==> config.mk <==
export PLATFORM = sky130hd
export DESIGN_NAME = gpio_int_ack_ctrl_flat
export DESIGN_NICKNAME = d
export VERILOG_FILES = /design/src/rtl/gpio_int_pkg.sv /design/src/rtl/gpio_int_ack_ctrl_if.sv /design/src/rtl/gpio_int_code_fifo.sv /design/src/rtl/gpio_int_ack_ctrl.sv /design/src/flat_wrapper.sv
export SDC_FILE = /design/constraint.sdc
export NUM_CORES = 1
export LEC_CHECK = 0
export CORE_MARGIN = 4
export CORE_UTILIZATION = 48
export CTS_CLUSTER_SIZE = 24
export DETAILED_ROUTE_END_ITERATION = 12
export PLACE_DENSITY = 0.82
export SYNTH_ARGS = -nofsm -noshare
export SYNTH_HDL_FRONTEND = slang
export SYNTH_SLANG_ARGS = --single-unit
==> constraint.sdc <==
create_clock -name clk_50m -period 2.7 [get_ports clk_50m]
set_input_delay 0.27 -clock clk_50m [delete_from_list [all_inputs] [get_ports clk_50m]]
set_output_delay 0.27 -clock clk_50m [all_outputs]
set_load 0.01 [all_outputs]
==> src/rtl/gpio_int_pkg.sv <==
// Shared types and constants for the GPIO interrupt acknowledge controller:
// acknowledge FSM states, register map and bus read latency.
package gpio_int_pkg;

    localparam logic [1:0] ST_IDLE  = 2'd0;
    localparam logic [1:0] ST_ACK   = 2'd1;
    localparam logic [1:0] ST_RECOV = 2'd2;

    typedef enum logic [1:0] {
        IDLE  = ST_IDLE,
        ACK   = ST_ACK,
        RECOV = ST_RECOV
    } ack_st_e;

    localparam logic [1:0] ADDR_CTRL   = 2'd0;
    localparam logic [1:0] ADDR_STATUS = 2'd1;
    localparam logic [1:0] ADDR_CODE   = 2'd2;
    localparam logic [1:0] ADDR_SPUR   = 2'd3;

    // Cycles from csn fall to the rd_valid strobe
    localparam int RD_LAT = 7;

    function automatic logic [7:0] sat_inc8(input logic [7:0] v);
        return (v == 8'hFF) ? v : v + 8'd1;
    endfunction

endpackage

==> src/rtl/gpio_int_ack_ctrl_if.sv <==
// Software data bus (csn/wr/rd strobes) used to drain captured interrupt codes.
// The master drives strobes, address and write data; the slave returns data and strobes.
interface gpio_int_ack_ctrl_if #(
    parameter int DATA_W = 16
);
    logic              i_csn_50m;
    logic              i_wr_50m;
    logic              i_rd_50m;
    logic [1:0]        i_addr_50m;
    logic [DATA_W-1:0] i_datin_50m;
    logic [DATA_W-1:0] o_datout_50m;
    logic              wr_valid;
    logic              rd_valid;

    modport master (
        output i_csn_50m, i_wr_50m, i_rd_50m, i_addr_50m, i_datin_50m,
        input  o_datout_50m, wr_valid, rd_valid
    );

    modport slave (
        input  i_csn_50m, i_wr_50m, i_rd_50m, i_addr_50m, i_datin_50m,
        output o_datout_50m, wr_valid, rd_valid
    );
endinterface

==> src/rtl/gpio_int_code_fifo.sv <==
// Small synchronous FIFO holding captured {valid, code} words; show-ahead head,
// flush overrides same-cycle push and pop, count never wraps.
module gpio_int_code_fifo #(
    parameter  int WIDTH = 4,
    parameter  int DEPTH = 8,
    localparam int AW    = $clog2(DEPTH),
    localparam int CW    = AW + 1
) (
    input  logic             clk,
    input  logic             rst_n,
    input  logic             push,
    input  logic             pop,
    input  logic             flush,
    input  logic [WIDTH-1:0] wr_data,
    output logic [WIDTH-1:0] rd_data,
    output logic [CW-1:0]    count,
    output logic             full,
    output logic             empty
);

    logic [WIDTH-1:0] mem [DEPTH];
    logic [AW-1:0]    wr_ptr_reg;
    logic [AW-1:0]    rd_ptr_reg;
    logic [CW-1:0]    count_reg;
    logic             push_ok;
    logic             pop_ok;

    assign full    = (count_reg == CW'(DEPTH));
    assign empty   = (count_reg == '0);
    assign push_ok = push & ~full & ~flush;
    assign pop_ok  = pop & ~empty & ~flush;
    assign count   = count_reg;
    assign rd_data = mem[rd_ptr_reg];

    always_ff @(posedge clk or negedge rst_n) begin
        if (!rst_n) begin
            wr_ptr_reg <= '0;
            rd_ptr_reg <= '0;
            count_reg  <= '0;
        end else if (flush) begin
            wr_ptr_reg <= '0;
            rd_ptr_reg <= '0;
            count_reg  <= '0;
        end else begin
            if (push_ok) wr_ptr_reg <= wr_ptr_reg + AW'(1);
            if (pop_ok)  rd_ptr_reg <= rd_ptr_reg + AW'(1);
            case ({push_ok, pop_ok})
                2'b10:   count_reg <= count_reg + CW'(1);
                2'b01:   count_reg <= count_reg - CW'(1);
                default: count_reg <= count_reg;
            endcase
        end
    end

    // Storage needs no reset: only entries between the pointers are ever read
    always_ff @(posedge clk) begin
        if (push_ok) mem[wr_ptr_reg] <= wr_data;
    end

endmodule

==> src/rtl/gpio_int_ack_ctrl.sv <==
// Consumer of the GPIO interrupt controller: runs the INTA_N handshake, queues
// captured codes and exposes them to software over the csn/wr/rd data bus.
module gpio_int_ack_ctrl
    import gpio_int_pkg::*;
#(
    parameter int CODE_W   = 3,
    parameter int DATA_W   = 16,
    parameter int DEPTH    = 8,
    parameter int INTA_LEN = 2,
    parameter int GAP      = 2
) (
    input  logic              clk_50m,
    input  logic              rstn_50m,
    input  logic              INTR,
    input  logic [CODE_W-1:0] INT_CODE,
    output logic              INTA_N,
    gpio_int_ack_ctrl_if.slave bus,
    output logic              o_irq_cpu
);

    localparam int CNT_W = $clog2(DEPTH) + 1;
    localparam int LEN_W = (INTA_LEN > 1) ? $clog2(INTA_LEN) : 1;
    localparam int GAP_W = (GAP > 1) ? $clog2(GAP) : 1;

    // Bus front end
    logic                csn_prev_reg;
    logic                csn_fall;
    logic                wr_fire;
    logic                rd_start;
    logic                rd_pend;
    logic                rd_load;
    logic [1:0]          rd_addr_reg;
    logic [RD_LAT-2:0]   rd_sr_reg;
    logic                rd_valid_reg;
    logic [DATA_W-1:0]   datout_reg;
    logic [DATA_W-1:0]   rd_mux;

    // Registers
    logic                enable_reg;
    logic                sticky_reg;
    logic [7:0]          spur_cnt_reg;
    logic                flush;
    logic                spur_clr;
    logic                spur_hit;

    // Acknowledge FSM
    ack_st_e             state_reg;
    ack_st_e             state_next;
    logic [LEN_W-1:0]    len_cnt_reg;
    logic [GAP_W-1:0]    gap_cnt_reg;
    logic                inta_n_reg;
    logic                first_ack;

    // FIFO
    logic                fifo_push;
    logic                fifo_pop;
    logic [CODE_W:0]     fifo_rd_data;
    logic [CNT_W-1:0]    fifo_count;
    logic                fifo_full;
    logic                fifo_empty;

    logic                unused_datin;
    assign unused_datin = ^bus.i_datin_50m[DATA_W-1:2];

    assign csn_fall  = csn_prev_reg & ~bus.i_csn_50m;
    assign wr_fire   = csn_fall & bus.i_wr_50m;
    assign rd_pend   = |rd_sr_reg;
    assign rd_start  = csn_fall & bus.i_rd_50m & ~bus.i_wr_50m & ~rd_pend;
    // Last stage of the latency pipe: data is captured so it appears with rd_valid
    assign rd_load   = rd_sr_reg[RD_LAT-2];

    assign flush     = wr_fire & (bus.i_addr_50m == ADDR_CTRL) & bus.i_datin_50m[1];
    assign spur_clr  = wr_fire & (bus.i_addr_50m == ADDR_SPUR);

    assign first_ack = (state_reg == ACK) && (len_cnt_reg == '0);
    assign fifo_push = first_ack & INTR;
    assign spur_hit  = first_ack & ~INTR;
    assign fifo_pop  = rd_load & (rd_addr_reg == ADDR_CODE);

    gpio_int_code_fifo #(
        .WIDTH (CODE_W + 1),
        .DEPTH (DEPTH)
    ) u_fifo (
        .clk     (clk_50m),
        .rst_n   (rstn_50m),
        .push    (fifo_push),
        .pop     (fifo_pop),
        .flush   (flush),
        .wr_data ({1'b1, INT_CODE}),
        .rd_data (fifo_rd_data),
        .count   (fifo_count),
        .full    (fifo_full),
        .empty   (fifo_empty)
    );

    always_comb begin
        rd_mux = '0;
        case (rd_addr_reg)
            ADDR_CTRL: rd_mux[0] = enable_reg;
            ADDR_STATUS: begin
                rd_mux[0]         = fifo_empty;
                rd_mux[1]         = fifo_full;
                rd_mux[2]         = sticky_reg;
                rd_mux[CNT_W+3:4] = fifo_count;
            end
            ADDR_CODE: begin
                if (!fifo_empty) rd_mux[CODE_W:0] = fifo_rd_data;
            end
            default: rd_mux[7:0] = spur_cnt_reg;
        endcase
    end

    always_ff @(posedge clk_50m or negedge rstn_50m) begin
        if (!rstn_50m) begin
            csn_prev_reg <= 1'b1;
            rd_addr_reg  <= '0;
            rd_sr_reg    <= '0;
            rd_valid_reg <= 1'b0;
            datout_reg   <= '0;
        end else begin
            csn_prev_reg <= bus.i_csn_50m;
            if (rd_start) rd_addr_reg <= bus.i_addr_50m;
            rd_sr_reg    <= {rd_sr_reg[RD_LAT-3:0], rd_start};
            rd_valid_reg <= rd_load;
            if (rd_load) datout_reg <= rd_mux;
        end
    end

    always_ff @(posedge clk_50m or negedge rstn_50m) begin
        if (!rstn_50m) begin
            enable_reg   <= 1'b0;
            sticky_reg   <= 1'b0;
            spur_cnt_reg <= '0;
        end else begin
            if (wr_fire && bus.i_addr_50m == ADDR_CTRL) enable_reg <= bus.i_datin_50m[0];
            // A software clear wins over a spurious event in the same cycle
            if (spur_clr) begin
                sticky_reg   <= 1'b0;
                spur_cnt_reg <= '0;
            end else if (spur_hit) begin
                sticky_reg   <= 1'b1;
                spur_cnt_reg <= sat_inc8(spur_cnt_reg);
            end
        end
    end

    // Disable only gates the IDLE exit; an ongoing handshake always completes
    always_comb begin
        state_next = state_reg;
        case (state_reg)
            IDLE:    if (enable_reg && INTR && !fifo_full) state_next = ACK;
            ACK:     if (len_cnt_reg == LEN_W'(INTA_LEN - 1)) state_next = RECOV;
            RECOV:   if (gap_cnt_reg == GAP_W'(GAP - 1)) state_next = IDLE;
            default: state_next = IDLE;
        endcase
    end

    always_ff @(posedge clk_50m or negedge rstn_50m) begin
        if (!rstn_50m) begin
            state_reg   <= IDLE;
            len_cnt_reg <= '0;
            gap_cnt_reg <= '0;
            inta_n_reg  <= 1'b1;
        end else begin
            state_reg   <= state_next;
            len_cnt_reg <= (state_reg == ACK && state_next == ACK) ? len_cnt_reg + LEN_W'(1) : '0;
            gap_cnt_reg <= (state_reg == RECOV && state_next == RECOV) ? gap_cnt_reg + GAP_W'(1) : '0;
            inta_n_reg  <= (state_next != ACK);
        end
    end

    assign INTA_N           = inta_n_reg;
    assign o_irq_cpu        = enable_reg & ~fifo_empty;
    assign bus.wr_valid     = wr_fire;
    assign bus.rd_valid     = rd_valid_reg;
    assign bus.o_datout_50m = datout_reg;

endmodule

==> src/flat_wrapper.sv <==
// flat-port wrapper written by rule: the top's interface ports become plain ports
module gpio_int_ack_ctrl_flat import gpio_int_pkg::*;
#(
    parameter int CODE_W   = 3,
    parameter int DATA_W   = 16,
    parameter int DEPTH    = 8,
    parameter int INTA_LEN = 2,
    parameter int GAP      = 2
)
  (clk_50m, rstn_50m, INTR, INT_CODE, INTA_N, o_irq_cpu, bus_i_csn_50m, bus_i_wr_50m, bus_i_rd_50m, bus_i_addr_50m, bus_i_datin_50m, bus_o_datout_50m, bus_wr_valid, bus_rd_valid);
  gpio_int_ack_ctrl_if #(.DATA_W(DATA_W)) bus_i ();
  input  logic clk_50m;
  input  logic rstn_50m;
  input  logic INTR;
  input  logic [CODE_W-1:0] INT_CODE;
  output logic INTA_N;
  output logic o_irq_cpu;
  input wire logic [$bits(bus_i.i_csn_50m)-1:0] bus_i_csn_50m;
  input wire logic [$bits(bus_i.i_wr_50m)-1:0] bus_i_wr_50m;
  input wire logic [$bits(bus_i.i_rd_50m)-1:0] bus_i_rd_50m;
  input wire logic [$bits(bus_i.i_addr_50m)-1:0] bus_i_addr_50m;
  input wire logic [$bits(bus_i.i_datin_50m)-1:0] bus_i_datin_50m;
  output wire logic [$bits(bus_i.o_datout_50m)-1:0] bus_o_datout_50m;
  output wire logic [$bits(bus_i.wr_valid)-1:0] bus_wr_valid;
  output wire logic [$bits(bus_i.rd_valid)-1:0] bus_rd_valid;
  assign bus_i.i_csn_50m = bus_i_csn_50m;
  assign bus_i.i_wr_50m = bus_i_wr_50m;
  assign bus_i.i_rd_50m = bus_i_rd_50m;
  assign bus_i.i_addr_50m = bus_i_addr_50m;
  assign bus_i.i_datin_50m = bus_i_datin_50m;
  assign bus_o_datout_50m = bus_i.o_datout_50m;
  assign bus_wr_valid = bus_i.wr_valid;
  assign bus_rd_valid = bus_i.rd_valid;
  gpio_int_ack_ctrl #(.CODE_W(CODE_W), .DATA_W(DATA_W), .DEPTH(DEPTH), .INTA_LEN(INTA_LEN), .GAP(GAP)) u_core (.clk_50m(clk_50m), .rstn_50m(rstn_50m), .INTR(INTR), .INT_CODE(INT_CODE), .INTA_N(INTA_N), .bus(bus_i), .o_irq_cpu(o_irq_cpu));
endmodule
# Word level (Yosys, flattened, before mapping)
# Memory sizes are Yosys's and may differ from the RTL's.
# Index checks and enable logic that the tools add are counted.
dict set report word_totals {
  regBits 43
  mem_bits_rw 24
  in_bits 27
  output_inout_bits 20
  wordCells 103
  n_memories 1
}
dict set report classes {
  addsub 7
  n_eq_ne 13
  muxes 24
  n_bitwise 24
  reduce_logical 19
}
# memory depth word_bits rd rd_ports_with_merged_regs write_ports line_no
set mem_list {}
lappend mem_list {u_core.u_fifo.mem 8 3 1 0 1 gpio_int_code_fifo.sv:21} ;# logic [WIDTH-1:0] mem [DEPTH];
# operator n
set ops {}
lappend ops {{two-way mux 8 bit} 3}
lappend ops {{bitwise AND 1 bit} 16}
lappend ops {{one-hot mux 4 bit (2 select lines)} 2}
lappend ops {{two-way mux 3 bit} 4}
lappend ops {{one-hot mux 2 bit (3 select lines)} 2}
lappend ops {{== test 2 bit, second input constant} 5}
lappend ops {{adder 8 x 1 -> 8 bit, second input constant} 1}
lappend ops {{== test 2 x 1 -> 1 bit, second input constant} 4}
lappend ops {{== test 8 bit, second input constant} 1}
lappend ops {{two-way mux 4 bit} 2}
lappend ops {{inverter 1 bit} 8}
lappend ops {{adder 3 x 1 -> 3 bit, second input constant} 2}
lappend ops {{logical AND 1 bit} 6}
lappend ops {{logical NOT 2 bit} 3}
lappend ops {{two-way mux 1 bit} 6}
lappend ops {{two-way mux 2 bit} 3}
lappend ops {{nonzero test 2 bit} 3}
lappend ops {{OR reduction 6 bit} 1}
lappend ops {{adder 4 x 1 -> 4 bit, second input constant} 1}
lappend ops {{== test 4 bit, second input constant} 1}
lappend ops {{logical NOT 4 bit} 1}
lappend ops {{!= test 2 x 1 -> 1 bit, second input constant} 2}
lappend ops {{OR reduction 2 bit} 2}
lappend ops {{subtractor 4 x 1 -> 4 bit, second input constant} 1}
lappend ops {{other kinds (6)} 7}

# Depth between registers and ports, before layout
# Gate-level depths: netlist of run 1.
dict set report depth {
  word_depth 10
  ltp_mapped 12
  mapped_depth_nobuf 10
}

# By module
# Synthesis of run 1 repeated with hierarchy kept, for this count alone.
dict set report unflattened {
  hier_cells 261
  area_unflattened_um2 3428.3
}
# module n_inst cells_each area_each_um2 seq_area_each_um2
set modules_own_cells {}
lappend modules_own_cells {gpio_int_code_fifo 1 124 1906.8 1211.2}
lappend modules_own_cells {gpio_int_ack_ctrl 1 137 1521.5 828.3}

# Worst setup path after synthesis of run 1
# No wires, ideal clock.
dict set report synth_timing {
  path_type {register to register}
  from {register u_core.csn_prev_reg}
  to {register u_core.u_fifo.count_reg[2], in the netlist u_core.u_fifo.count[2]}
  setup_ps 78
  t_arrival_ps 2649
  required_time_ps 2622
  setup_slack_ps -27
  stages_incl_launch_ff 13
  n_path_buf 2
  period_less_slack_ps 2727
  cell_sequence {dfstp_2 -> and3b_1 -> clkbuf_1 -> and3_1 -> clkbuf_1 -> nor2_1 -> ha_1 -> xor2_1 -> ha_1 -> a21oi_1 -> xor2_1 -> or3_1 -> a21oi_1}
}
dict set report synth_via {
  elab_chain_len 9
  elab_cells_between_ends 12
  classes_between {2 x eq/ne; 2 x mux; 7 x bitwise; 1 x reduce/logical}
}
# element line_no
set synth_rtl {}
lappend synth_rtl {{start, declared} gpio_int_ack_ctrl.sv:26} ;# logic csn_prev_reg;
lappend synth_rtl {{start signal, assigned} gpio_int_ack_ctrl.sv:121} ;# csn_prev_reg <= bus.i_csn_50m;
lappend synth_rtl {{bitwise AND 1 bit *} gpio_int_ack_ctrl.sv:65} ;# assign csn_fall = csn_prev_reg & ~bus.i_csn_50m;
lappend synth_rtl {{bitwise AND 1 bit *} gpio_int_ack_ctrl.sv:66} ;# assign wr_fire = csn_fall & bus.i_wr_50m;
lappend synth_rtl {{via bus_wr_valid} flat_wrapper.sv:24} ;# output wire logic [$bits(bus_i.wr_valid)-1:0] bus_wr_valid;
lappend synth_rtl {{bitwise AND 1 bit * (2 in series)} gpio_int_ack_ctrl.sv:72} ;# assign flush = wr_fire & (bus.i_addr_50m == ADDR_CTRL) & bus.i_datin_50m[1];
lappend synth_rtl {{inverter 1 bit} {gpio_int_code_fifo.sv:30, gpio_int_code_fifo.sv:31}}
lappend synth_rtl {{bitwise AND 1 bit, on equally long branches} {gpio_int_code_fifo.sv:31, gpio_int_code_fifo.sv:30}}
lappend synth_rtl {{== test 2 x 1 -> 1 bit or == test 2 bit (tied branches)} gpio_int_code_fifo.sv:47} ;# case ({push_ok, pop_ok})
lappend synth_rtl {{one-hot mux 4 bit (2 select lines)} gpio_int_code_fifo.sv:47}
lappend synth_rtl {{two-way mux 4 bit} gpio_int_code_fifo.sv:40} ;# end else if (flush) begin
lappend synth_rtl {{end signal, assigned} gpio_int_code_fifo.sv:48} ;# 2'b10: count_reg <= count_reg + CW'(1);
lappend synth_rtl {{end signal, assigned} gpio_int_code_fifo.sv:49} ;# 2'b01: count_reg <= count_reg - CW'(1);
lappend synth_rtl {{end signal, assigned} gpio_int_code_fifo.sv:50} ;# default: count_reg <= count_reg;
lappend synth_rtl {{end, declared} gpio_int_code_fifo.sv:24} ;# logic [CW-1:0] count_reg;
# The timed path passes the listed nets; every way through them passes the cells marked *.
# A chain may end at the register's enable or synchronous reset.

# Worst setup path in the final report of run 1
dict set report layout_timing {
  from {register u_core.u_fifo.count_reg[2], in the netlist u_core.u_fifo.count[2]}
  to {register u_core.u_fifo.count_reg[2], in the netlist u_core.u_fifo.count[2]}
}
dict set report layout_via {
  elab_chain_len 7
  elab_cells_between_ends 15
  classes_between {2 x add/sub; 3 x eq/ne; 2 x mux; 6 x bitwise; 2 x reduce/logical}
}
# element line_no
set layout_rtl {}
lappend layout_rtl {{== test 4 bit or logical NOT 4 bit (tied branches)} {gpio_int_code_fifo.sv:28, gpio_int_code_fifo.sv:29}}
lappend layout_rtl {{inverter 1 bit, on equally long branches} {gpio_int_code_fifo.sv:30, gpio_int_code_fifo.sv:31}}
lappend layout_rtl {{bitwise AND 1 bit, on equally long branches (2 in series)} {gpio_int_code_fifo.sv:30, gpio_int_code_fifo.sv:31}}
lappend layout_rtl {{== test 2 x 1 -> 1 bit or == test 2 bit (tied branches)} gpio_int_code_fifo.sv:47}
lappend layout_rtl {{one-hot mux 4 bit (2 select lines)} gpio_int_code_fifo.sv:47}
lappend layout_rtl {{two-way mux 4 bit} gpio_int_code_fifo.sv:40}
# Parallel ways exist; a longest one is shown, timed or not.

==> results of run 1 <==
## through the flow
stage | instances | hold WS (ps) | cell area [um2] | TNS (ps)
3_3_place_gp | 341 | 363.7 | 3405 | 0
4_1_cts | 357 | 98.93 | 3627 | 0
5_1_grt | 358 | 142.4 | 3646 | -28.05
6_report | 358 | 71.50 | 3646 | 0
3_5_place_dp | 341 | 367.9 | 3405 | 0
2_1_floorplan | 244 | -25.59 | 3064 | 0
## report_power, final
| part | total [mW] | internal [mW] | switching [mW] |
|---|---|---|---|
| clock | 0.905 | 0.537 | 0.368 |
| combinational | 0.991 | 0.522 | 0.469 |
| sequential | 1.48 | 1.26 | 0.220 |
| total | 3.38 | 2.32 | 1.06 |
## cell usage in the layout (no fill, tap or decap), drive strengths merged, types with 2 or more instances in the layout
cell type and count:
and3 5, or4b 2, o211ai 2, a21oi 8, nand2 9, nand2b 2
dfrtp 41, nor4b 3, nor4 2, o21ai 5, xnor2 3, nand3 8
mux4 6, bufinv 2, or3 4, nand4 3, nor2 30, o22ai 2
mux2 4, ha 6, edfxtp 24, nor3b 2, o2111ai 2, conb 8
buf 16, dfstp 2, xor2 10, o2bb2ai 4, clkinv 4, clkdlybuf4s50 23
inv 4, a21o 2, mux2i 11, clkbuf 10, nor3 3
## metal layers
layer  routed length [um]  share of wire, %  global-route usage (%)
met5                    0                 0                       0
met4                  151               2.5                   6.974
met1                 2554                42                   22.55
met3                  293               4.8                   4.704
met2                 3075                51                   27.74
## final timing paths
path	start	to	cells after the start
setup / recovery	u_core.u_fifo.count[2]	u_core.u_fifo.count[2]	10
hold / removal	rstn_50m	u_core.rd_sr_reg[3]	1
setup reg to reg	u_core.u_fifo.count[2]	u_core.u_fifo.count[2]	10
hold reg to reg	u_core.rd_sr_reg[4]	u_core.rd_sr_reg[5]	0
max in group asynchronous	rstn_50m	u_core.bus.o_datout_50m[1]	1
min in group clk_50m	u_core.rd_sr_reg[4]	u_core.rd_sr_reg[5]	0
## what timing repair did
action,CTS,global route
pin swaps,0,1
hold endpoints to repair,0,0
setup buffers,0,1
setup endpoints to repair,1,2
resized for setup,1,3
## cell families (layout without fill, tap and decap cells)
logic type	Yosys count	after routing
buffers and inverters	20	59
other	1	8
muxes	21	21
adders and majority gates	6	6
and+or+nand+nor	79	79
xor gates and xnor gates	13	13
DFF	67	67
AOI/OAI and AO/OA	30	30
## Yosys cell counts, drive strengths merged (3+ instances only)
cell type and number:
dfrtp 41, nor2 30, edfxtp 24, buf 11
mux2i 11, xor2 10, nand2 9, a21oi 8
nand3 8, ha 6, mux4 6, and3 5
clkbuf 5, o21ai 5, inv 4, mux2 4
o2bb2ai 4, or3 4, nand4 3, nor3 3
nor4b 3, xnor2 3
## worst max-delay path: stages (launching register included)
cell	delay [ps]
dfrtp_1	380
or4b_4	590
and3_4	230
nand2_1	100
ha_2	190
xor2_1	170
ha_1	170
a21oi_1	50
xor2_1	150
or3_1	360
a21oi_2	180
## cell type report
type                    instances  share of cell area [%]
flip-flops and latches         67                   49.35
multi-input cells             157                   32.19
repair buffers                 39                   9.540
clock buffers                  10                   3.775
well taps                      75                   2.574
clock inverters                 6                   2.162
inverters                       4                  0.4118
==> metrics.yaml, run 1 <==
outcome: "finished clean"
cp.required_ps: 2960
syn_area_um2: 3037
synthMuxAreaShare_pct: 9.559
clk_pin_slew_worst_paths_ps: 70
synth_xor_area_share_pct: 3.749
cp_max_fo: 4
min_period_ps: 2641
finalHoldViolCount: 0
clkSinkCount: 67
synthSimpleGateAreaFrac_pct: 14.63
relSlewSlack_pct: 38.00
critical_path_class: "reg2reg"
synthArstFlopShare_pct: 64.18
synth_area_leader_cell: "dfrtp_1"
drtIter0Drc: 245
synth_seq_area_share_pct: 59.25
synth_compound_area_share_pct: 6.675
drt-total-wl_mm: 6.074
multi_input_area_um2: 1174
hpwlAfterDp_mm: 4.278
fin_skew_ps: 4.064
die-area_um2: 7663
cts_buffers: 9
drive_gt1_share_pct: 18.02
grt_util_all_layers_pct: 17.34
place_ws_ps: 2.851
grt_max_degree: 44
cp-start-kind: "register"
std_cell_rows: 28
synth_cells: 237
fmax_ghz: 0.3786
synth_cell_types: 51
antenna_cells: 0
synthTopCellsByArea: "dfrtp_1 34%, edfxtp_1 24%, mux4_2 4.4%"
grt_pass1_vias: 1951
syn_to_final_growth_pct: 20.07
cts_hold_buf: 0
core_area_um2: 6026
yosys.area_share.adder_pct: 2.472
clock-root-buffer: "clkbuf_8"
ys_ff_latch: 67
hold_path_class: "in2async"
final_nets: 311
ant_nets: 0
die_w_um: 87.54
grt.overflow.total: 0
grt_first_pass_wirelength_mm: 9.908
synthFlopType: "dfrtp_1"
largest_reg_flops: 24
clk_latency_ps: 340
setup_ws_ps: 58.83
via_per_inst: 5.620
ff_latch_area_um2: 1799
ir_drop_mv: 0.4588
ff2ff_setup_slack_ps: 60
synth_top_family_by_area: "simple AND/OR/NAND/NOR gates"
finalCoreUtilization_pct: 60.51
ios: 47
antenna_found_initial: 0
portBuffers: 24
routabilityCongestion: 0.7964
power_density_nw_per_um2: 926.6
critPathArrivalTime_ps: 2900
routedWlPerCell_um: 16.97
p_leak_nw: 1.504
power_mw: 3.378
drc: 0
cts_buffer_depth: 2
synth_edf_count: 24
yosysTopAreaCellShare_pct: 33.79
yosysWarnings: 0
setup_violations: 0
firstDrtPassIters: 4
crit_path_end_kind: "register"
die_y_um: 87.54
tritoncts: "built"
initial_utilization_pct: 50.39
finalCritPeriodShare_pct: 97.82
vias: 2012
drv_cap: 0
avgSynthCellArea_um2: 12.81
drv_slew: 0
htree_levels: 3
worst_slew_pin_slew_ps: 930.1
n_fill_cell: 474
(Power assumes the default switching activity.)
==> run 2, diff against run 1 <==
--- a/config.mk
+++ b/config.mk
@@ -5,10 +5,12 @@
 export SDC_FILE = /design/constraint.sdc
 export NUM_CORES = 1
 export LEC_CHECK = 0
+export CAP_MARGIN = 20
 export CORE_MARGIN = 4
 export CORE_UTILIZATION = 48
 export CTS_CLUSTER_SIZE = 24
 export DETAILED_ROUTE_END_ITERATION = 12
+export GPL_ROUTABILITY_DRIVEN = 1
 export PLACE_DENSITY = 0.82
 export SYNTH_ARGS = -nofsm -noshare
 export SYNTH_HDL_FRONTEND = slang
==> results of run 2 <==
Final layout, timing and power as in run 1 (identical DEF).
==> run 3, diff against run 2 <==
--- a/config.mk
+++ b/config.mk
@@ -11,7 +11,8 @@
 export CTS_CLUSTER_SIZE = 24
 export DETAILED_ROUTE_END_ITERATION = 12
 export GPL_ROUTABILITY_DRIVEN = 1
-export PLACE_DENSITY = 0.82
+export PLACE_DENSITY = 0.85
+export SETUP_SLACK_MARGIN = 0.3
 export SYNTH_ARGS = -nofsm -noshare
 export SYNTH_HDL_FRONTEND = slang
 export SYNTH_SLANG_ARGS = --single-unit
==> constraint.sdc (replaced) <==
create_clock -name clk_50m -period 2.7 [get_ports clk_50m]
set_input_delay 0.27 -clock clk_50m [delete_from_list [all_inputs] [get_ports clk_50m]]
set_output_delay 0.27 -clock clk_50m [all_outputs]
set_load 0.005 [all_outputs]
==> metrics.yaml, run 3 (same netlist as run 1, synthesis figures left out) <==
cp.required_ps: 2960  # about the same
cp_max_fo: 4  # unchanged
top_layer: "met4"
clock-root-buffer: "clkbuf_8"
grt_pass1_vias: 2028  # +3.9%
cpMaxStageDelayCell: "or4b_4"
tritoncts: "built"
cts_buffers: 9  # unchanged
hpwlAfterDp_mm: 4.222  # -1.3%
firstDrtPassIters: 5  # +1
ir_drop_mv: 0.4643  # +1.2%
swShare_pct: 32.83  # +1.6 points
r2r-end: "u_core.u_fifo.count[2]"
drtIter0Drc: 130  # -47%
htree_levels: 3  # unchanged
die_w_um: 87.54  # unchanged
core_area_um2: 6026  # unchanged
clkSinkCount: 67  # unchanged
via_per_inst: 5.753  # +2.4%
outcome: "finished clean"
relSlewSlack_pct: 36.99  # -1.0 points
drv_slew: 0  # unchanged
met2_length_mm: 3.092  # +0.55%
cp-start-kind: "register"
largest_reg_flops: 24  # unchanged
drive_gt1_share_pct: 19.23  # +1.2 points
drc: 0  # unchanged
rr_worst_depth: 10  # unchanged
dp.cells: 336  # -1.5%
ant_nets: 0  # unchanged
layout.cells.non_filler: 361  # +0.84%
combPwrFrac_pct: 30.6  # +1.3 points
clk_pin_slew_worst_paths_ps: 70  # about the same
vias: 2077  # +3.2%
power_density_nw_per_um2: 875.0  # -5.6%
clk_latency_ps: 330  # about the same
slowest_delay_ps: 570  # -20 ps
antenna_found_initial: 0  # unchanged
final_nets: 314  # +0.96%
fmax_ghz: 0.3995  # +5.5%
critPathArrivalTime_ps: 2770  # -130 ps
p_clk_share_pct: 21.3  # -5.5 points
cell_internal_pwr_mw: 2.138  # -7.9%
routabilityCongestion: 0.8582  # +7.8%
routedWlPerCell_um: 16.88  # -0.52%
worst_slew_pin_slew_ps: 945.2  # +15.14 ps
ios: 47  # unchanged
drv_cap: 0  # unchanged
grt_util_all_layers_pct: 17.21  # -0.13 points
path_cells: "or4b_4, and3_4, nand2_4, ha_4, xor2_2, ha_2, a21oi_1, xor2_1, or3_1, a21oi_2"
finalCritPeriodShare_pct: 92.70  # -5.1 points
antenna_cells: 0  # unchanged
crit_path_end: "u_core.u_fifo.count[2]"
rsz0062_at_grt: "true"
cp.buffers_inverters: 0  # unchanged
wl_met1_mm: 2.494  # -2.3%
p_leak_nw: 1.478  # -1.7%
syn_to_final_growth_pct: 19.82
r2r-start: "u_core.u_fifo.count[1]"
pwr-share-seq_pct: 48.1  # +4.2 points
critical_path_class: "reg2reg"
layout_common_cells: "39 x dfrtp_1, 29 x nor2_1, 24 x edfxtp_1, 23 x clkdlybuf4s50_1, 17 x buf_4"
fin_skew_ps: 6.850  # +2.786 ps
crit_path_end_kind: "register"
portBuffers: 24  # unchanged
path_delay_family: "simple AND/OR/NAND/NOR gates"
grt.overflow.total: 0  # unchanged
switchingPower_mw: 1.045  # -1.1%
setup_violations: 0  # unchanged
drt-total-wl_mm: 6.093  # +0.31%
hold_path_class: "in2async"
grt_first_pass_wirelength_mm: 9.887  # -0.21%
crit_cells: 10  # unchanged
cts_buffer_depth: 2  # unchanged
ff2ff_setup_slack_ps: 200  # +140 ps
std_cell_rows: 28  # unchanged
min_period_ps: 2503  # -138.3 ps
place_ws_ps: -44.94  # -47.79 ps
finalHoldViolCount: 0  # unchanged
crit_start: "u_core.u_fifo.count[1]"
die_y_um: 87.54  # unchanged
grt_max_degree: 44  # unchanged
layout_commonest_cell: "dfrtp_1"
die-area_um2: 7663  # unchanged
initial_utilization_pct: 50.39  # unchanged
wl_met3_um: 375  # +28%
setup_ws_ps: 197.2  # +138.3 ps
-- run 3: changes by cell type in the layout (fill, tap and decap cells not counted), sizes merged --
cell    change
clkbuf      +2
bufinv      -2
buf         +3
-- run 3: final cells by class --
type | instances | area [um2]
Clock buffer | 12 | 135.1
Tap cell | 75 | 93.84
Fill cell | 448 | 2387
Clock inverter | 4 | 17.52
Multi-Input combinational cell | 157 | 1209
Sequential cell | 67 | 1802
Inverter | 4 | 15.01
Timing Repair Buffer | 42 | 366.6
-- run 3: through the flow --
step	util (%)	power, mW	hold WS [ps]	setup TNS (ps)	area (um2)
floorplan	-	2.065	-25.59	0	3095
global placement	56.23	2.348	362.4	0	3388
detailed placement	56.23	2.405	364.9	-44.94	3388
CTS	59.78	3.132	103.1	0	3602
global route	60.38	3.378	155.1	0	3638
finish	60.38	3.184	79.44	0	3638
-- run 3: worst register-to-register path, stage by stage (launching register included) --
cell and delay, ps:
dfrtp_2 440, or4b_4 570, and3_4 180, nand2_4 80
ha_4 160, xor2_2 180, ha_2 190, a21oi_1 40
xor2_1 150, or3_1 330, a21oi_2 120
-- run 3: how the worst min path moves through the flow --
stage,from,endpoint,depth (start not counted)
2_1_floorplan,rstn_50m,u_core.bus.o_datout_50m[0],0
3_3_place_gp,u_core.rd_sr_reg[2],u_core.rd_sr_reg[3],0
3_5_place_dp,u_core.rd_sr_reg[2],u_core.rd_sr_reg[3],0
4_1_cts,rstn_50m,u_core.enable_reg,1
5_1_grt,rstn_50m,u_core.enable_reg,1
6_report,rstn_50m,u_core.enable_reg,1
-- run 3: layer usage --
metal,vias to the layer above,GRT usage (%)
met5,-,0
met1,1025,22.26
li1,947,-
met3,14,3.198
met4,0,8.089
met2,91,28.15
-- run 3: timing repair --
item,CTS,global route
gates resized for setup,6,3
pin swaps,4,3
buffers inserted,6,3
hold buffers,0,0
endpoints found under the hold margin,0,0
setup endpoints to repair,2,5
-- run 3: power by group through the flow --
| stage | registers [mW] | logic [mW] | clock network [mW] |
|---|---|---|---|
| after floorplan | 1.44 | 0.625 | 0 |
| after global placement | 1.54 | 0.808 | 0 |
| after detailed placement | 1.55 | 0.852 | 0 |
| after CTS | 1.52 | 0.925 | 0.684 |
| after global routing | 1.57 | 1.08 | 0.732 |
| final | 1.53 | 0.974 | 0.679 |
